==> src/rtl/mem_stage.sv <==
// Memory-access stage with MEM/WB register: single-cycle for ALU ops, multi-cycle
// handshaked data-memory access for loads/stores with a bounded ack wait.
module mem_stage #(
  parameter int unsigned ACK_TIMEOUT = 15
) (
  input  logic        clk,
  input  logic        rst_n,
  input  logic [15:0] address,
  input  logic [15:0] r0data,
  input  logic [15:0] Din,
  input  logic [15:0] instructions4,
  input  logic        wEnable,
  input  logic        mux3sels4,
  input  logic        regWrites4,
  input  logic        r0writes4,
  output logic        stall,
  output logic        mem_req,
  output logic        mem_we,
  output logic [15:0] mem_addr,
  output logic [15:0] mem_wdata,
  input  logic [15:0] mem_rdata,
  input  logic        mem_ack,
  output logic [15:0] wbData,
  output logic [15:0] r0data5,
  output logic [15:0] instructions5,
  output logic        regWrites5,
  output logic        r0writes5,
  output logic        mem_err
);

  typedef enum logic {IDLE, REQ} state_t;

  state_t      state_q, state_d;
  logic [7:0]  wait_cnt_q, wait_cnt_d;
  logic        mem_req_q, mem_req_d;
  logic        mem_we_q, mem_we_d;
  logic [15:0] mem_addr_q, mem_addr_d;
  logic [15:0] mem_wdata_q, mem_wdata_d;
  logic        mem_err_q, mem_err_d;
  // Captured op; the address itself lives in mem_addr_q.
  logic [15:0] r0data_h_q, r0data_h_d;
  logic [15:0] instr_h_q, instr_h_d;
  logic        ld_h_q, ld_h_d;
  logic        rw_h_q, rw_h_d;
  logic        r0w_h_q, r0w_h_d;
  logic [15:0] wb_data_q, wb_data_d;
  logic [15:0] r0data5_q, r0data5_d;
  logic [15:0] instr5_q, instr5_d;
  logic        rw5_q, rw5_d;
  logic        r0w5_q, r0w5_d;

  logic access;
  logic timeout;

  assign access  = wEnable | mux3sels4;
  assign timeout = (state_q == REQ) && (wait_cnt_q == 8'(ACK_TIMEOUT - 1)) && !mem_ack;

  always_comb begin
    state_d     = state_q;
    wait_cnt_d  = wait_cnt_q;
    mem_req_d   = mem_req_q;
    mem_we_d    = mem_we_q;
    mem_addr_d  = mem_addr_q;
    mem_wdata_d = mem_wdata_q;
    mem_err_d   = mem_err_q;
    r0data_h_d  = r0data_h_q;
    instr_h_d   = instr_h_q;
    ld_h_d      = ld_h_q;
    rw_h_d      = rw_h_q;
    r0w_h_d     = r0w_h_q;
    wb_data_d   = '0;
    r0data5_d   = '0;
    instr5_d    = '0;
    rw5_d       = 1'b0;
    r0w5_d      = 1'b0;
    stall       = 1'b0;

    case (state_q)
      IDLE: begin
        if (access) begin
          stall       = 1'b1;
          state_d     = REQ;
          wait_cnt_d  = '0;
          mem_req_d   = 1'b1;
          mem_we_d    = wEnable;
          mem_addr_d  = address;
          mem_wdata_d = Din;
          r0data_h_d  = r0data;
          instr_h_d   = instructions4;
          ld_h_d      = mux3sels4;
          rw_h_d      = regWrites4;
          r0w_h_d     = r0writes4;
        end else begin
          wb_data_d = address;
          r0data5_d = r0data;
          instr5_d  = instructions4;
          rw5_d     = regWrites4;
          r0w5_d    = r0writes4;
        end
      end
      REQ: begin
        stall = !mem_ack && !timeout;
        if (mem_ack) begin
          state_d   = IDLE;
          mem_req_d = 1'b0;
          wb_data_d = ld_h_q ? mem_rdata : mem_addr_q;
          r0data5_d = r0data_h_q;
          instr5_d  = instr_h_q;
          rw5_d     = rw_h_q;
          r0w5_d    = r0w_h_q;
        end else if (timeout) begin
          state_d   = IDLE;
          mem_req_d = 1'b0;
          mem_err_d = 1'b1;
          wb_data_d = 16'hFFFF;
          r0data5_d = r0data_h_q;
          instr5_d  = instr_h_q;
        end else begin
          wait_cnt_d = wait_cnt_q + 8'd1;
        end
      end
      default: state_d = IDLE;
    endcase
  end

  always_ff @(posedge clk or negedge rst_n) begin
    if (!rst_n) begin
      state_q     <= IDLE;
      wait_cnt_q  <= '0;
      mem_req_q   <= 1'b0;
      mem_we_q    <= 1'b0;
      mem_addr_q  <= '0;
      mem_wdata_q <= '0;
      mem_err_q   <= 1'b0;
      r0data_h_q  <= '0;
      instr_h_q   <= '0;
      ld_h_q      <= 1'b0;
      rw_h_q      <= 1'b0;
      r0w_h_q     <= 1'b0;
      wb_data_q   <= '0;
      r0data5_q   <= '0;
      instr5_q    <= '0;
      rw5_q       <= 1'b0;
      r0w5_q      <= 1'b0;
    end else begin
      state_q     <= state_d;
      wait_cnt_q  <= wait_cnt_d;
      mem_req_q   <= mem_req_d;
      mem_we_q    <= mem_we_d;
      mem_addr_q  <= mem_addr_d;
      mem_wdata_q <= mem_wdata_d;
      mem_err_q   <= mem_err_d;
      r0data_h_q  <= r0data_h_d;
      instr_h_q   <= instr_h_d;
      ld_h_q      <= ld_h_d;
      rw_h_q      <= rw_h_d;
      r0w_h_q     <= r0w_h_d;
      wb_data_q   <= wb_data_d;
      r0data5_q   <= r0data5_d;
      instr5_q    <= instr5_d;
      rw5_q       <= rw5_d;
      r0w5_q      <= r0w5_d;
    end
  end

  assign mem_req       = mem_req_q;
  assign mem_we        = mem_we_q;
  assign mem_addr      = mem_addr_q;
  assign mem_wdata     = mem_wdata_q;
  assign mem_err       = mem_err_q;
  assign wbData        = wb_data_q;
  assign r0data5       = r0data5_q;
  assign instructions5 = instr5_q;
  assign regWrites5    = rw5_q;
  assign r0writes5     = r0w5_q;

endmodule
==> config.mk <==
export PLATFORM = sky130hd
export DESIGN_NAME = mem_stage
export DESIGN_NICKNAME = d
export VERILOG_FILES = /design/src/rtl/mem_stage.sv
export SDC_FILE = /design/constraint.sdc
export NUM_CORES = 1
export LEC_CHECK = 0
export ABC_CLOCK_PERIOD_IN_PS = 2300
export CAP_MARGIN = 25
export CORE_ASPECT_RATIO = 0.7
export CORE_UTILIZATION = 46
export DETAILED_ROUTE_END_ITERATION = 12
export PLACE_DENSITY = 0.84
export SYNTH_ARGS = -nofsm -noshare
export SYNTH_HDL_FRONTEND = slang
export SYNTH_SLANG_ARGS = --single-unit
==> constraint.sdc <==
create_clock -name clk -period 2.3 [get_ports clk]
set_clock_uncertainty 0.15 [all_clocks]
set_input_delay 0.46 -clock clk [delete_from_list [all_inputs] [get_ports clk]]
set_output_delay 0.46 -clock clk [all_outputs]
set_load 0.1 [all_outputs]
==> metrics.txt, run 1 <==
max-slew violation count 0; core area 11010 µm²; Max transition margin 0.4661; antenna violations before repair 0; CP max stage cell dfrtp_1; # setup viols final 1; total gr overflow 0; die height 90.90 µm; Combinational Power Share 0.346; proportion of layout cells with a drive suffix above 1 0.2333; total of max-cap violations 0; failing checks setup timing; crit-path cells ha_2 -> and4b_2 -> a221o_1 -> clkinvlp_4 -> buf_12; via count 4520; worst slack at placement 11.49 ps; Total Wirelength 13790 µm; Pre-antenna DRT Iters 4; CTS root buf clkbuf_16; Worst VDD drop 0.0006991 V; DRC 0; Hold Path End r0data_h_q[7]$_DFFE_PN0P_; Crit Path Max Fanout 2; hold_sp r0data_h_q[7]$_DFFE_PN0P_; routed vias/inst 5.280; YS warnings 0; syn_nets 602; Worst path max stage delay 390 ps; first-pass GRT wire length 22300 µm; synth top area cells dfrtp_1 62%, nand2_1 17%, a22o_1 8.1%; most frequent cell after synthesis nand2_1; status finished, violations left; Post-DP HPWL 8755 µm; EDFF count, synth 0; TritonCTS clock tree done; chip width 129 µm; met3 Use GR 0.07109; Startpoint Class flop; Synth async-reset ratio 1.000; ant diodes 0; WHS Path Cells 2; total track usage 0.2485; Distinct cells, synth 30; WS Path Type reg -> out; M1 GR Usage 0.2924; DR WL/cell 16.11 µm; Min-Delay Path Class reg -> reg; IO Count 173; Clock Latency Late Sink 400 ps; data arrival time of the critical path 1820 ps; Yosys top cell by area dfrtp_1; final hold vios 0; Setup TNS Final -130.2 ps; CP Capture Type output port; top cells by count, synth 234 x nand2_1, 129 x dfrtp_1, 48 x a22o_1; Top FF cell, synth dfrtp_1; min cycle time layout 2430 ps; Int Pwr 5.370 mW; met2 GRT Util 0.4275; Max H-tree Level 4; clock share of power 0.331; Clock Tree Buf Depth 2; Buffers on Ports 172; pwr dens 1168 nW/µm²; initial core utilization 0.4717; FF-to-FF End wait_cnt_q[5]$_DFFE_PN0P_; R2R setup slack 200 ps; Final period util 1.057; TritonCTS Sinks 129; Seq/Total Area, Yosys 0.6215; num rows 32; placed inst area 6960 µm²; fmax 411.5 MHz; post-synthesis instance total 513; Yosys top cell area share 0.6215; Flop pwr share 0.323; DIE AREA 11730 µm²; Psw 3.587 mW; largest net degree at the start of global routing 82; GR peak layer met2; initial drt markers 257; GPL Wtd Cong 0.7921; mapped cell area 5194 µm²; Reg clk slew, reported paths 60 ps; number of fill cells 788; Worst Tran Pin Value 800.8 ps; LEAKAGE 3.943 nW; FF-to-FF Start wait_cnt_q[1]$_DFFE_PN0P_; Final #Nets 779; required time of the critical path 1690 ps; Inserted Clock Buffers 17; Switching Share 0.4004; Finished Core Util 0.6965; fin worst setup slack -130.2 ps; vias in the first global route 4608; Mean Syn Cell Area 10.12 µm²; crit path launch wait_cnt_q[1]$_DFFE_PN0P_; flop and latch count out of synthesis 129; Final ANT Viol Nets 0; Reg2Reg Depth 6; Finished Cell Area 7669 µm²; Area Growth Syn to Fin 47.65%; RSZ-0062 raised after global routing true
[per-layer routing]
| metal | wire, µm | up-vias | part of all wire |
|---|---|---|---|
| li1 | - | 2043 | - |
| met3 | 1095 | 31 | 0.079 |
| met4 | 247 | 0 | 0.018 |
| met2 | 6919 | 232 | 0.50 |
| met1 | 5531 | 2214 | 0.40 |
| met5 | 0 | - | 0 |
[cell usage in the layout, fill, tap and decap left out, types with 3 or more instances in the layout]
master,netlist,final
clkbuf_16,0,17
nor2b_1,4,3
clkinvlp_4,0,3
nand2_1,234,234
mux2_2,18,18
bufinv_16,0,5
a21oi_1,4,4
or3_1,3,3
a22o_1,48,48
o21ai_0,6,6
clkinv_4,0,5
clkdlybuf4s50_1,0,85
inv_1,4,3
nand3_1,6,6
buf_12,0,8
dfrtp_1,129,129
buf_4,0,97
nor2_1,4,3
[repair_timing]
| item | in CTS | in global routing |
|---|---|---|
| pin swaps | 2 | 1 |
| endpoints found under the hold margin | 129 | 0 |
| resized for setup | 2 | 0 |
| setup endpoints to repair | 1 | 1 |
| buffers inserted | 4 | 1 |
| hold buffers | 1 | 0 |
[kinds of logic after synthesis]
kind of cell | count (synthesis) | share of synthesized area
AND/OR/NAND/NOR | 260 | 0.1978
AO/OA/AOI/OAI | 67 | 0.1060
flip-flops | 129 | 0.6215
adder cells (fa/ha/maj) | 2 | 0.004817
buffers and inverters | 37 | 0.03083
multiplexers | 18 | 0.03903
[sequential cells by signal (all words and copies together) (netlist names)]
name,cells
mem_wdata,16
instr_h_q,16
r0data5,16
r0data_h_q,16
rw_h_q,1
mem_req,1
mem_addr,16
mem_err,1
ld_h_q,1
wbData,16
instructions5,16
wait_cnt_q,8
state_q,1
r0w_h_q,1
regWrites5,1
mem_we,1
r0writes5,1
[layout make-up]
| cell class | count | area (µm²) | share of cell area |
|---|---|---|---|
| Sequential cell | 129 | 3228 | 0.4210 |
| Multi-Input combinational cell | 347 | 1824 | 0.2379 |
| Timing Repair Buffer | 191 | 1749 | 0.2281 |
| Clock buffer | 17 | 425.4 | 0.05547 |
| Clock inverter | 15 | 231.5 | 0.03018 |
| Tap cell | 153 | 191.4 | 0.02496 |
| Inverter | 4 | 18.77 | 0.002447 |
[power groups by stage]
stage                     clock network (mW)  registers (mW)  logic [mW]
after floorplan                            0            4.53       0.616
after global placement                     0            2.90        3.01
after detailed placement                   0            2.93        3.06
after CTS                               3.01            2.89        3.10
after global routing                    3.12            2.94        3.23
final                                   2.96            2.89        3.10
[stage by stage]
step	hold slack, ps	total power, mW	instances
final	327.3	8.957	856
after global routing	346.6	9.294	856
after CTS	332.6	9.004	855
after detailed placement	316.5	5.987	818
after global placement	301.8	5.909	818
after floorplan	14.41	5.143	513
[how the worst max path moves through the flow]
stage                           endpoint  slack (ps)  depth (start not counted)
6_report                           stall        -130                          5
5_1_grt                            stall        -180                          5
4_1_cts                            stall        -150                          5
3_5_place_dp   wait_cnt_q[3]$_DFFE_PN0P_          10                          6
3_3_place_gp                       stall          70                          5
2_1_floorplan                      stall          70                          4
[worst max-delay path, delay by kind of cell (launching register included)]
kind / cells / cell delay [ps]
AO/OA/AOI/OAI: 1 / 350
adder cells (fa/ha/maj): 1 / 180
buffers and inverters: 2 / 280
flip-flops: 1 / 390
AND/OR/NAND/NOR: 1 / 220
Power figures use the tool's default switching activity.
==> run 2, diff against run 1 <==
- CORE_MARGIN: not set -> 2
- CORE_UTILIZATION: 46 -> 43
- CTS_CLUSTER_DIAMETER: not set -> 40
- PLACE_DENSITY: 0.84 -> 0.8
==> run 2 against run 1 <==
  * The flow still finishes with violations (setup timing)
  * Non-clock buffer count stayed put
  * Via count is 4.2% lower
  * Sequential share of layout area is 0.16 points lower
  * Critical path type unchanged
  * Largest power group is now clock
==> metrics.txt, run 2 (synthesis results as in run 1) <==
worst setup path endpoint stall; DR WL/cell 15.45 µm (-4.1%); FF-to-FF Start wait_cnt_q[0]$_DFFE_PN0P_; initial drt markers 227 (-12%); Final #Nets 779 (unchanged); Seq. cell area 3228 µm² (unchanged); largest net degree at the start of global routing 65 (-21%); RSZ-0062 raised after global routing true; Worst Tran Pin Value 765.4 ps (-35.44 ps); fmax 410.4 MHz (-0.26%); status finished, violations left; LEAKAGE 3.956 nW (+0.33%); Area Growth Syn to Fin 48.21%; min cycle time layout 2437 ps (+6.430 ps); TritonCTS Sinks 129 (unchanged); WS Path Type reg -> out; Finished Core Util 0.6564 (-0.04005); total track usage 0.2135 (-0.03497); pwr dens 1176 nW/µm² (+0.66%); failing checks setup timing; most frequent cells in the layout 234 x nand2_1, 129 x dfrtp_1, 97 x buf_4; routed vias/inst 5.037 (-4.6%); Total Wirelength 13290 µm (-3.7%); R2R setup slack 220 ps (+20 ps); Worst VDD drop 0.0008981 V (+28%); GPL Wtd Cong 0.8686 (+9.7%); number of fill cells 910 (+15%); die height 95.95 µm (+5.6%); Min-Delay Path Class reg -> reg; required time of the critical path 1690 ps (about the same); Final period util 1.059 (+0.002796); # setup viols final 1 (unchanged); Fin Hold WS 326.8 ps (-0.5140 ps); Startpoint Class flop; DIE AREA 12990 µm² (+11%); Inserted Clock Buffers 17 (unchanged); Buffers on Ports 172 (unchanged); crit path launch wait_cnt_q[0]$_DFFE_PN0P_; via count 4332 (-4.2%); initial core utilization 0.4429 (-0.02879); proportion of layout cells with a drive suffix above 1 0.2319 (-0.001422); Crit Path Max Fanout 2 (unchanged); chip width 135.4 µm (+4.9%); Clock Tree Buf Depth 2 (unchanged); ant diodes 0 (unchanged); CP Capture Type output port; Reg2Reg Depth 7 (+1); Clock Latency Late Sink 410 ps (about the same); Max transition margin 0.4898 (+0.02363); Post-DP HPWL 8541 µm (-2.5%); Max H-tree Level 4 (unchanged); max-slew violation count 0 (unchanged); data arrival time of the critical path 1830 ps (about the same); core area 11730 µm² (+6.5%); Pre-antenna DRT Iters 4 (unchanged); final hold vios 0 (unchanged); total of max-cap violations 0 (unchanged); TritonCTS clock tree done; Tot Pwr 9.050 mW (+1.0%); vias in the first global route 4353 (-5.5%); fin worst setup slack -136.6 ps (-6.430 ps); Reg clk slew, reported paths 60 ps (about the same); DRC 0 (unchanged); antenna violations before repair 0 (unchanged); total gr overflow 0 (unchanged); num rows 33 (+3.1%); CTS root buf clkbuf_16; first-pass GRT wire length 21270 µm (-4.6%); FF-to-FF End wait_cnt_q[3]$_DFFE_PN0P_; IO Count 173 (unchanged); Multi-input gate area 1824 µm² (unchanged); most common cell after layout, fill and taps aside nand2_1; Final ANT Viol Nets 0 (unchanged)
[run 2: changes by cell type in the layout (fill, tap and decap cells not counted)]
cell | previous run | this run
bufinv_16 | 5 | 6
clkbuf_1 | 0 | 1
clkinv_2 | 1 | 0
clkinv_4 | 5 | 3
clkinvlp_4 | 3 | 2
inv_6 | 2 | 3
inv_8 | 0 | 1
[run 2: metal layers]
metal  vias to the layer above  routed length [µm]  track usage
met2                       166                6315       0.3481
li1                       2046                   -            -
met3                         6                1074      0.07320
met1                      2114                5828       0.2736
met5                         -                   0            0
met4                         0                  71      0.06337
[run 2: what timing repair did]
item / 4_1_cts / 5_1_grt
endpoints found under the setup margin: 1 / 1
resized for setup: 2 / 0
hold buffers: 1 / 0
buffers inserted: 3 / 1
hold endpoints to repair: 24 / 0
pin swaps: 1 / 1
[run 2: area by class of cell]
cell class / instances / share of cell area
clock buffer: 18 / 0.05575
clock inverter: 14 / 0.03267
sequential: 129 / 0.4194
tap: 157 / 0.02552
multi-input combinational: 347 / 0.2370
inverter: 4 / 0.002438
timing repair buffer: 191 / 0.2272
[run 2: per-stage QoR]
stage | cell area, µm² | cells | setup WS (ps) | TNS, ps
finish | 7697 | 860 | -136.6 | -136.6
global route | 7697 | 860 | -198.3 | -198.3
CTS | 7690 | 859 | -150.5 | -150.5
detailed placement | 6973 | 823 | 8.679 | 0
global placement | 6973 | 823 | 62.07 | 0
floorplan | 5197 | 513 | 71.17 | 0
[run 2: power breakdown]
group          total, mW  leakage (nW)  switching, mW  internal [mW]
clock network       3.09         0.328           1.03           2.06
registers           2.89          1.65          0.244           2.64
logic               3.07          1.98           2.29          0.787
[run 2: worst min path at each step]
| stage | startpoint | depth (start not counted) | end | slack [ps] |
|---|---|---|---|---|
| 6_report | instr_h_q[15]$_DFFE_PN0P_ | 2 | instr_h_q[15]$_DFFE_PN0P_ | 330 |
| 3_5_place_dp | rst_n | 1 | instr_h_q[8]$_DFFE_PN0P_ | 240 |
| 4_1_cts | instr_h_q[15]$_DFFE_PN0P_ | 2 | instr_h_q[15]$_DFFE_PN0P_ | 330 |
| 5_1_grt | instr_h_q[15]$_DFFE_PN0P_ | 2 | instr_h_q[15]$_DFFE_PN0P_ | 350 |
| 2_1_floorplan | rst_n | 0 | instr_h_q[0]$_DFFE_PN0P_ | 10 |
| 3_3_place_gp | rst_n | 1 | instr_h_q[8]$_DFFE_PN0P_ | 240 |
[run 2: critical path, cell delays in order, from the launching register on]
cell and delay [ps]:
dfrtp_1 360, inv_1 50, ha_2 180, and4b_2 220, a221o_1 350, clkinvlp_4 110, buf_12 170
